==> src/rtl/chip8_pkg.sv <==
// Shared CHIP-8 display definitions: screen geometry, blitter state encoding
// and VRAM address helpers used by the blitter and video_multiplexer.
package chip8_pkg;

    localparam int SCREEN_W      = 64;
    localparam int SCREEN_H      = 32;
    localparam int BYTES_PER_ROW = 8;
    localparam int VRAM_BYTES    = 256;

    typedef enum logic [3:0] {
        ST_IDLE,
        ST_CLS,
        ST_FETCH,
        ST_RD_A,
        ST_WR_A,
        ST_RD_B,
        ST_WR_B,
        ST_NEXT,
        ST_DONE
    } blit_state_e;

    // Byte address of one 8-pixel group: row-major, eight bytes per row.
    function automatic logic [15:0] vram_addr(input logic [4:0] y, input logic [2:0] xbyte);
        return {8'h00, y, xbyte};
    endfunction

    // Sprite bytes hold the leftmost pixel in bit 7; VRAM holds it in bit 0.
    function automatic logic [7:0] bit_reverse(input logic [7:0] b);
        logic [7:0] r;
        r = '0;
        for (int k = 0; k < 8; k++) begin
            r[k] = b[7-k];
        end
        return r;
    endfunction

endpackage

==> src/rtl/latency_wait.sv <==
// Down-counter that is loaded when a read address is first presented and
// flags expiry once the read data is valid. Shared by sprite and VRAM reads.
module latency_wait #(
    parameter int LATENCY = 2
) (
    input  logic clk_in,
    input  logic rst_in,
    input  logic load_in,
    output logic expired_out
);

    localparam int CW = (LATENCY < 1) ? 1 : $clog2(LATENCY + 1);

    logic [CW-1:0] cnt_q;

    // Load on entry to a wait state, then count down to zero and hold there.
    always_ff @(posedge clk_in or negedge rst_in) begin
        if (!rst_in) begin
            cnt_q <= '0;
        end else if (load_in) begin
            cnt_q <= CW'(LATENCY);
        end else if (cnt_q != '0) begin
            cnt_q <= cnt_q - 1'b1;
        end
    end

    assign expired_out = (cnt_q == '0);

endmodule

==> src/rtl/chip8_sprite_blitter.sv <==
// CHIP-8 DXYN / 00E0 engine: fetches sprite rows, XORs them into the
// 64x32 VRAM via read-modify-write, and reports busy/done/collision.
module chip8_sprite_blitter
    import chip8_pkg::*;
#(
    parameter int READ_LATENCY = 2,
    parameter int WRAP_SPRITES = 0
) (
    input  logic        clk_in,
    input  logic        rst_in,
    input  logic        draw_start_in,
    input  logic        cls_start_in,
    input  logic [6:0]  x_in,
    input  logic [5:0]  y_in,
    input  logic [3:0]  n_in,
    input  logic [11:0] i_in,
    output logic [11:0] spr_addr_out,
    input  logic [7:0]  spr_data_in,
    output logic [15:0] vram_addr_out,
    output logic [7:0]  vram_wdata_out,
    output logic        vram_we_out,
    input  logic [7:0]  vram_rdata_in,
    output logic        busy_out,
    output logic        done_out,
    output logic        collision_out
);

    blit_state_e state_q, state_d;

    logic [5:0]  x_q;
    logic [4:0]  y_q;
    logic [3:0]  n_q;
    logic [11:0] i_q;
    logic [3:0]  row_q;
    logic [15:0] mask_q;
    logic [7:0]  rdata_q;
    logic        coll_q;
    logic [7:0]  cls_cnt_q;

    logic        lw_load;
    logic        lw_exp;
    logic        accept;
    logic [2:0]  xb_a;
    logic [2:0]  xb_b;
    logic        b_ok;
    logic [4:0]  vrow;
    logic [4:0]  row_inc;
    logic        clip;
    logic [15:0] fetch_mask;

    latency_wait #(
        .LATENCY (READ_LATENCY)
    ) u_wait (
        .clk_in      (clk_in),
        .rst_in      (rst_in),
        .load_in     (lw_load),
        .expired_out (lw_exp)
    );

    assign accept     = (state_q == ST_IDLE) && (draw_start_in || cls_start_in);
    assign xb_a       = x_q[5:3];
    assign xb_b       = x_q[5:3] + 3'd1;   // wraps 7 -> 0, used only when b_ok
    assign b_ok       = (xb_a != 3'(BYTES_PER_ROW - 1)) || (WRAP_SPRITES != 0);
    assign vrow       = y_q + 5'(row_q);  // modulo-32 row
    assign row_inc    = 5'(row_q) + 5'd1;
    assign clip       = ({1'b0, y_q} + 6'(row_inc)) >= 6'(SCREEN_H);
    assign fetch_mask = {8'h00, bit_reverse(spr_data_in)} << x_q[2:0];

    // State register and datapath registers.
    // NOTE: sequential state uses non-blocking (<=) so every register samples pre-edge values.
    always_ff @(posedge clk_in or negedge rst_in) begin
        if (!rst_in) begin
            state_q   <= ST_IDLE;
            x_q       <= '0;
            y_q       <= '0;
            n_q       <= '0;
            i_q       <= '0;
            row_q     <= '0;
            mask_q    <= '0;
            rdata_q   <= '0;
            coll_q    <= 1'b0;
            cls_cnt_q <= '0;
        end else begin
            state_q <= state_d;
            if (accept) begin
                x_q       <= 6'(32'(x_in) % SCREEN_W);
                y_q       <= 5'(32'(y_in) % SCREEN_H);
                n_q       <= n_in;
                i_q       <= i_in;
                row_q     <= '0;
                coll_q    <= 1'b0;
                cls_cnt_q <= '0;
            end
            if (state_q == ST_CLS) begin
                cls_cnt_q <= cls_cnt_q + 8'd1;
            end
            if (state_q == ST_FETCH && lw_exp) begin
                mask_q <= fetch_mask;
            end
            if ((state_q == ST_RD_A || state_q == ST_RD_B) && lw_exp) begin
                rdata_q <= vram_rdata_in;
            end
            if (state_q == ST_WR_A) begin
                coll_q <= coll_q | (|(rdata_q & mask_q[7:0]));
            end
            if (state_q == ST_WR_B) begin
                coll_q <= coll_q | (|(rdata_q & mask_q[15:8]));
            end
            if (state_q == ST_NEXT) begin
                row_q <= row_q + 4'd1;
            end
        end
    end

    // Next-state logic; empty mask bytes skip their read and write entirely.
    // NOTE: every always_comb output gets a default first so no latch is inferred.
    always_comb begin
        state_d = state_q;
        lw_load = 1'b0;
        case (state_q)
            ST_IDLE: begin
                if (cls_start_in) begin
                    state_d = ST_CLS;
                end else if (draw_start_in) begin
                    if (n_in == 4'd0) begin
                        state_d = ST_DONE;
                    end else begin
                        state_d = ST_FETCH;
                        lw_load = 1'b1;
                    end
                end
            end
            ST_CLS: begin
                if (cls_cnt_q == 8'(VRAM_BYTES - 1)) state_d = ST_DONE;
            end
            ST_FETCH: begin
                if (lw_exp) begin
                    if (fetch_mask[7:0] != 8'h00) begin
                        state_d = ST_RD_A;
                        lw_load = 1'b1;
                    end else if (fetch_mask[15:8] != 8'h00 && b_ok) begin
                        state_d = ST_RD_B;
                        lw_load = 1'b1;
                    end else begin
                        state_d = ST_NEXT;
                    end
                end
            end
            ST_RD_A: begin
                if (lw_exp) state_d = ST_WR_A;
            end
            ST_WR_A: begin
                if (mask_q[15:8] != 8'h00 && b_ok) begin
                    state_d = ST_RD_B;
                    lw_load = 1'b1;
                end else begin
                    state_d = ST_NEXT;
                end
            end
            ST_RD_B: begin
                if (lw_exp) state_d = ST_WR_B;
            end
            ST_WR_B: state_d = ST_NEXT;
            ST_NEXT: begin
                if (row_inc == {1'b0, n_q} || (WRAP_SPRITES == 0 && clip)) begin
                    state_d = ST_DONE;
                end else begin
                    state_d = ST_FETCH;
                    lw_load = 1'b1;
                end
            end
            ST_DONE: state_d = ST_IDLE;
            default: state_d = ST_IDLE;
        endcase
    end

    // Port drive: address held steady across each read wait and its write cycle.
    always_comb begin
        vram_addr_out  = '0;
        vram_wdata_out = '0;
        case (state_q)
            ST_CLS: vram_addr_out = vram_addr(cls_cnt_q[7:3], cls_cnt_q[2:0]);
            ST_RD_A: vram_addr_out = vram_addr(vrow, xb_a);
            ST_WR_A: begin
                vram_addr_out  = vram_addr(vrow, xb_a);
                vram_wdata_out = rdata_q ^ mask_q[7:0];
            end
            ST_RD_B: vram_addr_out = vram_addr(vrow, xb_b);
            ST_WR_B: begin
                vram_addr_out  = vram_addr(vrow, xb_b);
                vram_wdata_out = rdata_q ^ mask_q[15:8];
            end
            default: ;
        endcase
    end

    assign spr_addr_out  = i_q + 12'(row_q);
    assign vram_we_out   = (state_q == ST_WR_A) || (state_q == ST_WR_B) || (state_q == ST_CLS);
    assign busy_out      = (state_q != ST_IDLE) && (state_q != ST_DONE);
    assign done_out      = (state_q == ST_DONE);
    assign collision_out = coll_q;

endmodule

==> config.mk <==
export PLATFORM = sky130hd
export DESIGN_NAME = chip8_sprite_blitter
export DESIGN_NICKNAME = d
export VERILOG_FILES = /design/src/rtl/chip8_pkg.sv /design/src/rtl/latency_wait.sv /design/src/rtl/chip8_sprite_blitter.sv
export SDC_FILE = /design/constraint.sdc
export NUM_CORES = 1
export LEC_CHECK = 0
export ABC_CLOCK_PERIOD_IN_PS = 7500
export CAP_MARGIN = 20
export CELL_PAD_IN_SITES_DETAIL_PLACEMENT = 1
export CELL_PAD_IN_SITES_GLOBAL_PLACEMENT = 1
export CORE_MARGIN = 2
export CORE_UTILIZATION = 40
export CTS_CLUSTER_SIZE = 40
export DETAILED_ROUTE_END_ITERATION = 8
export GPL_ROUTABILITY_DRIVEN = 0
export PLACE_DENSITY_LB_ADDON = 0.1
export SYNTH_ARGS = -nofsm -noshare
export SYNTH_HDL_FRONTEND = slang
export SYNTH_SLANG_ARGS = --single-unit
==> constraint.sdc <==
create_clock -name clk_in -period 7.5 [get_ports clk_in]
set_clock_uncertainty 0.1 [all_clocks]
set_input_delay 0.75 -clock clk_in [delete_from_list [all_inputs] [get_ports clk_in]]
set_output_delay 0.75 -clock clk_in [all_outputs]
set_load 0.005 [all_outputs]
* Word level (Yosys, flattened, before mapping)
Index checks and enable logic that the tools add are counted.
** Operators by class
- $add $sub $neg :: 8
- Magnitude comparators :: 1
- Equal/unequal tests :: 17
- Shift operators :: 1
- Multiplexer cells :: 32
- Bitwise logic cells :: 6
- Reduce and logical (&&, ||, !) cells :: 28
** Operators with widths (number)
- two-way mux 4 bit :: 10
- one-hot mux 4 bit (8 select lines) :: 1
- one-hot mux 8 bit (3 select lines) :: 1
- nonzero test 8 bit :: 3
- AND 8 bit :: 2
- equality test 4 x 3 -> 1 bit (second input constant) :: 4
- two-way mux 8 bit :: 2
- one-hot mux 8 bit (2 select lines) :: 1
- OR reduction 8 bit :: 2
- left shift 8 x 3 -> 16 bit :: 1
- bitwise XOR 8 bit :: 2
- adder 12 x 4 -> 12 bit :: 1
- two-way mux 1 bit :: 11
- adder 8 x 1 -> 8 bit (second input constant) :: 1
- equality test 4 x 2 -> 1 bit (second input constant) :: 2
- equality test 8 bit (second input constant) :: 1
- logical NOT 4 bit :: 2
- two-way mux 2 bit :: 4
- nonzero test 2 bit :: 4
- adder 5 x 5 -> 6 bit :: 1
- >= comparator 6 bit (second input constant) :: 1
- logical AND 1 bit :: 6
- != test 2 bit (second input constant) :: 3
- != test 3 bit (second input constant) :: 2
- 19 further kinds :: 25
** Word-level totals
- Register bits :: 70
- Bits of input ports :: 49
- Output and inout bits :: 40
- Logic and storage cells :: 104

* Depth between registers and ports, before layout
- Depth in word-level cells :: 8
- Depth in mapped cells :: 9
- Mapped depth without buffers :: 9

* Hierarchy
Synthesis repeated with hierarchy kept, for this count alone.
** Unflattened totals
- Cell total of the unflattened synthesis :: 460
- Area, all modules :: 4460.5 um2
** Modules (own cells, without submodules)
- chip8_sprite_blitter :: times used 1, cells each 451, area an instance 4365.4 um2, sequential area each 1676.6 um2
- latency_wait :: times used 1, cells each 9, area an instance 95.1 um2, sequential area each 50.0 um2

* Worst setup path before layout
No wires, ideal clock.
- Path kind :: register to output
- From :: reg row_q[0]
- To :: out spr_addr_out[8]
- Arrival :: 1741 ps
- Required time :: 6650 ps
- Slack :: 4909 ps
- Cell stages (with the launch flop) :: 10
- Buffers on the path :: 0
- Cell sequence :: dfrtp_1 -> ha_1 -> inv_1 -> fa_1 -> inv_1 -> a21o_1 -> a21oi_1 -> nor2_1 -> nand3_1 -> xnor2_1
** On the way
- Longest elaborated chain between the ends :: 1
** RTL lines
- start: declaration :: line chip8_sprite_blitter.sv:34 : logic [3:0] row_q;
- start signal: assignment :: line chip8_sprite_blitter.sv:110 : row_q <= row_q + 4'd1;
- adder 12 x 4 -> 12 bit :: line chip8_sprite_blitter.sv:197 : assign spr_addr_out = i_q + 12'(row_q);
- end: declaration :: line chip8_sprite_blitter.sv:17 : output logic [11:0] spr_addr_out,
Every way passes these cells.

* Worst setup path after layout
Same ends and word-level chain as after synthesis.

==> summary.md <==
| Metric | Value |
|---|---|
| Die Area | `12120 um^2` |
| Detailed placement HPWL | `8757 um` |
| Hold Crit Start | `i_q[0]` |
| Relative max-transition margin | `38.16%` |
| EDFF count, synth | `0` |
| Slowest CP cell | `dfrtp_1` |
| Max-cap violations | `0` |
| Reg2reg setup slack | `4.76 ns` |
| Least-Margin Pin Slew | `0.9277 ns` |
| Crit path DAT | `just under 3 ns` |
| Count of input and output buffers | `78` |
| Placeable Area | `approximately 11000 um^2` |
| Layout cells sized above 1 | `7.420%` |
| RSZ-0062 raised after global routing | `false` |
| Leakage power | `2.505 nW` |
| Synth top cells by count | `112 x nand2_1, 69 x dfrtp_1, 36 x nor2_1` |
| Clk root buf | `clkbuf_8` |
| Req. time, crit path | `6.65 ns` |
| Status | `completed` |
| Row cnt | `38` |
| Area added between synthesis and finish | `22.68%` |
| FFs w/ async S/R, synth | `100.0%` |
| Reg2reg path depth | `9` |
| Vias per std cell | `about 5.4` |
| Residual DRC | `0` |
| Worst-path clk slew | `0.08 ns` |
| PwrDens | `approximately 380 nW/um^2` |
| Grt total ovfl | `0` |
| Final critical path time including I/O delays and setup | `around 3.8 ns` |
| RR Startpoint | `row_q[0]` |
| Highest clock rate | `0.2650 GHz` |
| Clock Path Buffers | `2` |
| WHS Endpoint | `i_q[0]` |
| Filler cells | `1327` |
| ANT cells | `0` |
| Vias in the first global route | `3992` |
| Synthesized cell area | `4502 um^2` |
| Starting Density | `41.35%` |
| Drt total wl | `12010 um` |
| Fin crit share | `50.32%` |
| Multi-input logic area | `2540 um^2` |
| Final Max Tran Viols | `0` |
| Die span in x | `110.1 um` |
| Bufs and invs on worst path | `3` |
| CTS tree | `yes` |
| Fin util | `~50%` |
| Largest net degree at the start of global routing | `70` |
| Cell taking the most area after synthesis | `dfrtp_1` |
| Sequential cell area | `1727 um^2` |
| Vias | `3926` |
| Hold WC Path Type | `reg2reg` |
| WHS | `0.4003 ns` |
| Synth Warn # | `0` |
| CP max stage delay | `0.53 ns` |
| Wire per inst | `16.38 um` |
| Detail Route Antenna Nets | `0` |
| Top cell type's share of synthesized area | `38.35%` |
| TritonCTS Buffers | `9` |
| Critical path class | `reg2out` |
| Maximum vdd drop | `0.0001599 V` |
| Avg Inst Size Synth | `8.641 um^2` |
| Clk Latency, worst-skew pair | `0.36 ns` |
| Post-CTS setup buffer count | `0` |
| Synth Flop Type | `dfrtp_1` |
| Synth area leaders | `dfrtp_1 38%, nand2_1 9.3%, ha_1 5.3%` |
| Hold Vio Cnt, Final | `0` |
| Setup violators final | `0` |
| CP max FO | `8` |
| Initial antenna violation count | `0` |
| Initial drt markers | `around 140` |
| Post_cts resized | `0` |
| Die H | `110.1 um` |
| Hold depth | `2` |
| Yosys cell types | `57` |
| CP dominant cell by count | `inv_1` |
| Family with the most delay on the worst path | `buffers and inverters` |
| Yosys reg bits | `69` |
| Crit-path cells | `ha_1, inv_1, fa_1, inv_1, a21o_1, a21oi_1, nor2_1, nand3_1, xnor2_1, clkdlybuf4s50_1` |
| Crit. End Element | `primary output` |
| Setup total negative slack | `0 ns` |
| Count leader, synth | `nand2_1` |
| Post-synthesis sequential area ratio | `between 30% and 40%` |
| Post-CTS Hold Buffers | `0` |
| Gate Count Post-Synth | `521` |
| CTS H-tree depth | `3` |
| Pwr Total | `2.120 mW` |
| RR Endpoint | `state_q[3]` |
| Ports | `89` |
| DRT Pass-1 Iters | `4` |
| First-pass GRT wire length | `a little under 20000 um` |
| Total track usage | `21.22%` |
| Fin nets | `658` |
| CP Launch Type | `flop` |
| Clk sink count | `69` |
[through the flow]
stage	setup slack, ns	instance area, um^2	std cells
4_1_cts	3.671	5523	733
3_3_place_gp	4.170	5323	717
6_report	3.726	5523	733
2_1_floorplan	4.909	4528	528
3_5_place_dp	4.110	5323	717
5_1_grt	3.474	5523	733
[worst min-delay path, stage by stage, from the launching register on]
cell and delay (ns):
dfrtp_1 0.36, nand2_1 0.05, nand2_1 0.06
[how the worst max path moves through the flow]
| stage | from | endpoint | slack (ns) | depth (start not counted) |
|---|---|---|---|---|
| after detailed placement | row_q[0] | spr_addr_out[8] | 4.11 | 10 |
| after floorplan | row_q[0] | spr_addr_out[8] | 4.91 | 9 |
| after global placement | row_q[0] | spr_addr_out[8] | 4.17 | 10 |
| final | row_q[0] | spr_addr_out[8] | 3.73 | 10 |
| after CTS | row_q[0] | spr_addr_out[8] | 3.67 | 10 |
| after global routing | row_q[0] | spr_addr_out[8] | 3.47 | 10 |
[layout by cell type (no fill, tap or decap), types with 10 or more instances in the layout]
cell and count:
nand2_1 112, mux2_2 12, xor2_1 18, clkbuf_8 10, ha_1 19, mux2i_1 15
clkdlybuf4s50_1 77, inv_1 19, nand3_1 18, xnor2_1 14, dfrtp_1 69, a21oi_1 23
nor2_1 36, o21ai_0 31
[routing by layer]
layer,routed length [um],vias to the layer above,part of all wire [%],track usage (%)
met5,0,-,0,0
met1,5768,1906,48,28.62
met3,513,12,4.3,4.409
met2,5604,73,47,34.71
met4,121,0,1.0,5.425
li1,-,1935,-,-
[power breakdown]
group / leakage (nW) / internal (mW) / switching (mW) / total (mW)
Combinational: 1.53 / 0.503 / 0.531 / 1.03
Clock: 0.0943 / 0.161 / 0.155 / 0.316
Sequential: 0.879 / 0.530 / 0.240 / 0.771
Total: 2.51 / 1.19 / 0.926 / 2.12
[cell families after synthesis]
group           count (synthesis)  share of synthesized area [%]
compound gates                102                          14.59
xor+xnor                       32                          6.226
fa+ha+maj                      21                          6.170
buf+inv                        54                          5.892
flops                          69                          38.35
mux                            31                          7.587
other cells                     1                        0.08330
simple gates                  211                          21.10
[final cells by class]
| cell class | count | area share, % |
|---|---|---|
| Timing Repair Buffer | 81 | 14.45 |
| Clock inverter | 6 | 1.133 |
| Sequential cell | 69 | 31.26 |
| Tap cell | 140 | 3.172 |
| Multi-Input combinational cell | 405 | 45.99 |
| Inverter | 22 | 1.495 |
| Clock buffer | 10 | 2.492 |
[state kept, by name, summed over array words and instances (netlist names)]
name / flops
u_wait.cnt_q: 2
state_q: 4
collision_out: 1
y_q: 5
n_q: 4
i_q: 12
x_q: 6
rdata_q: 8
cls_cnt_q: 8
row_q: 4
mask_q: 15
Power figures use the tool's default switching activity.
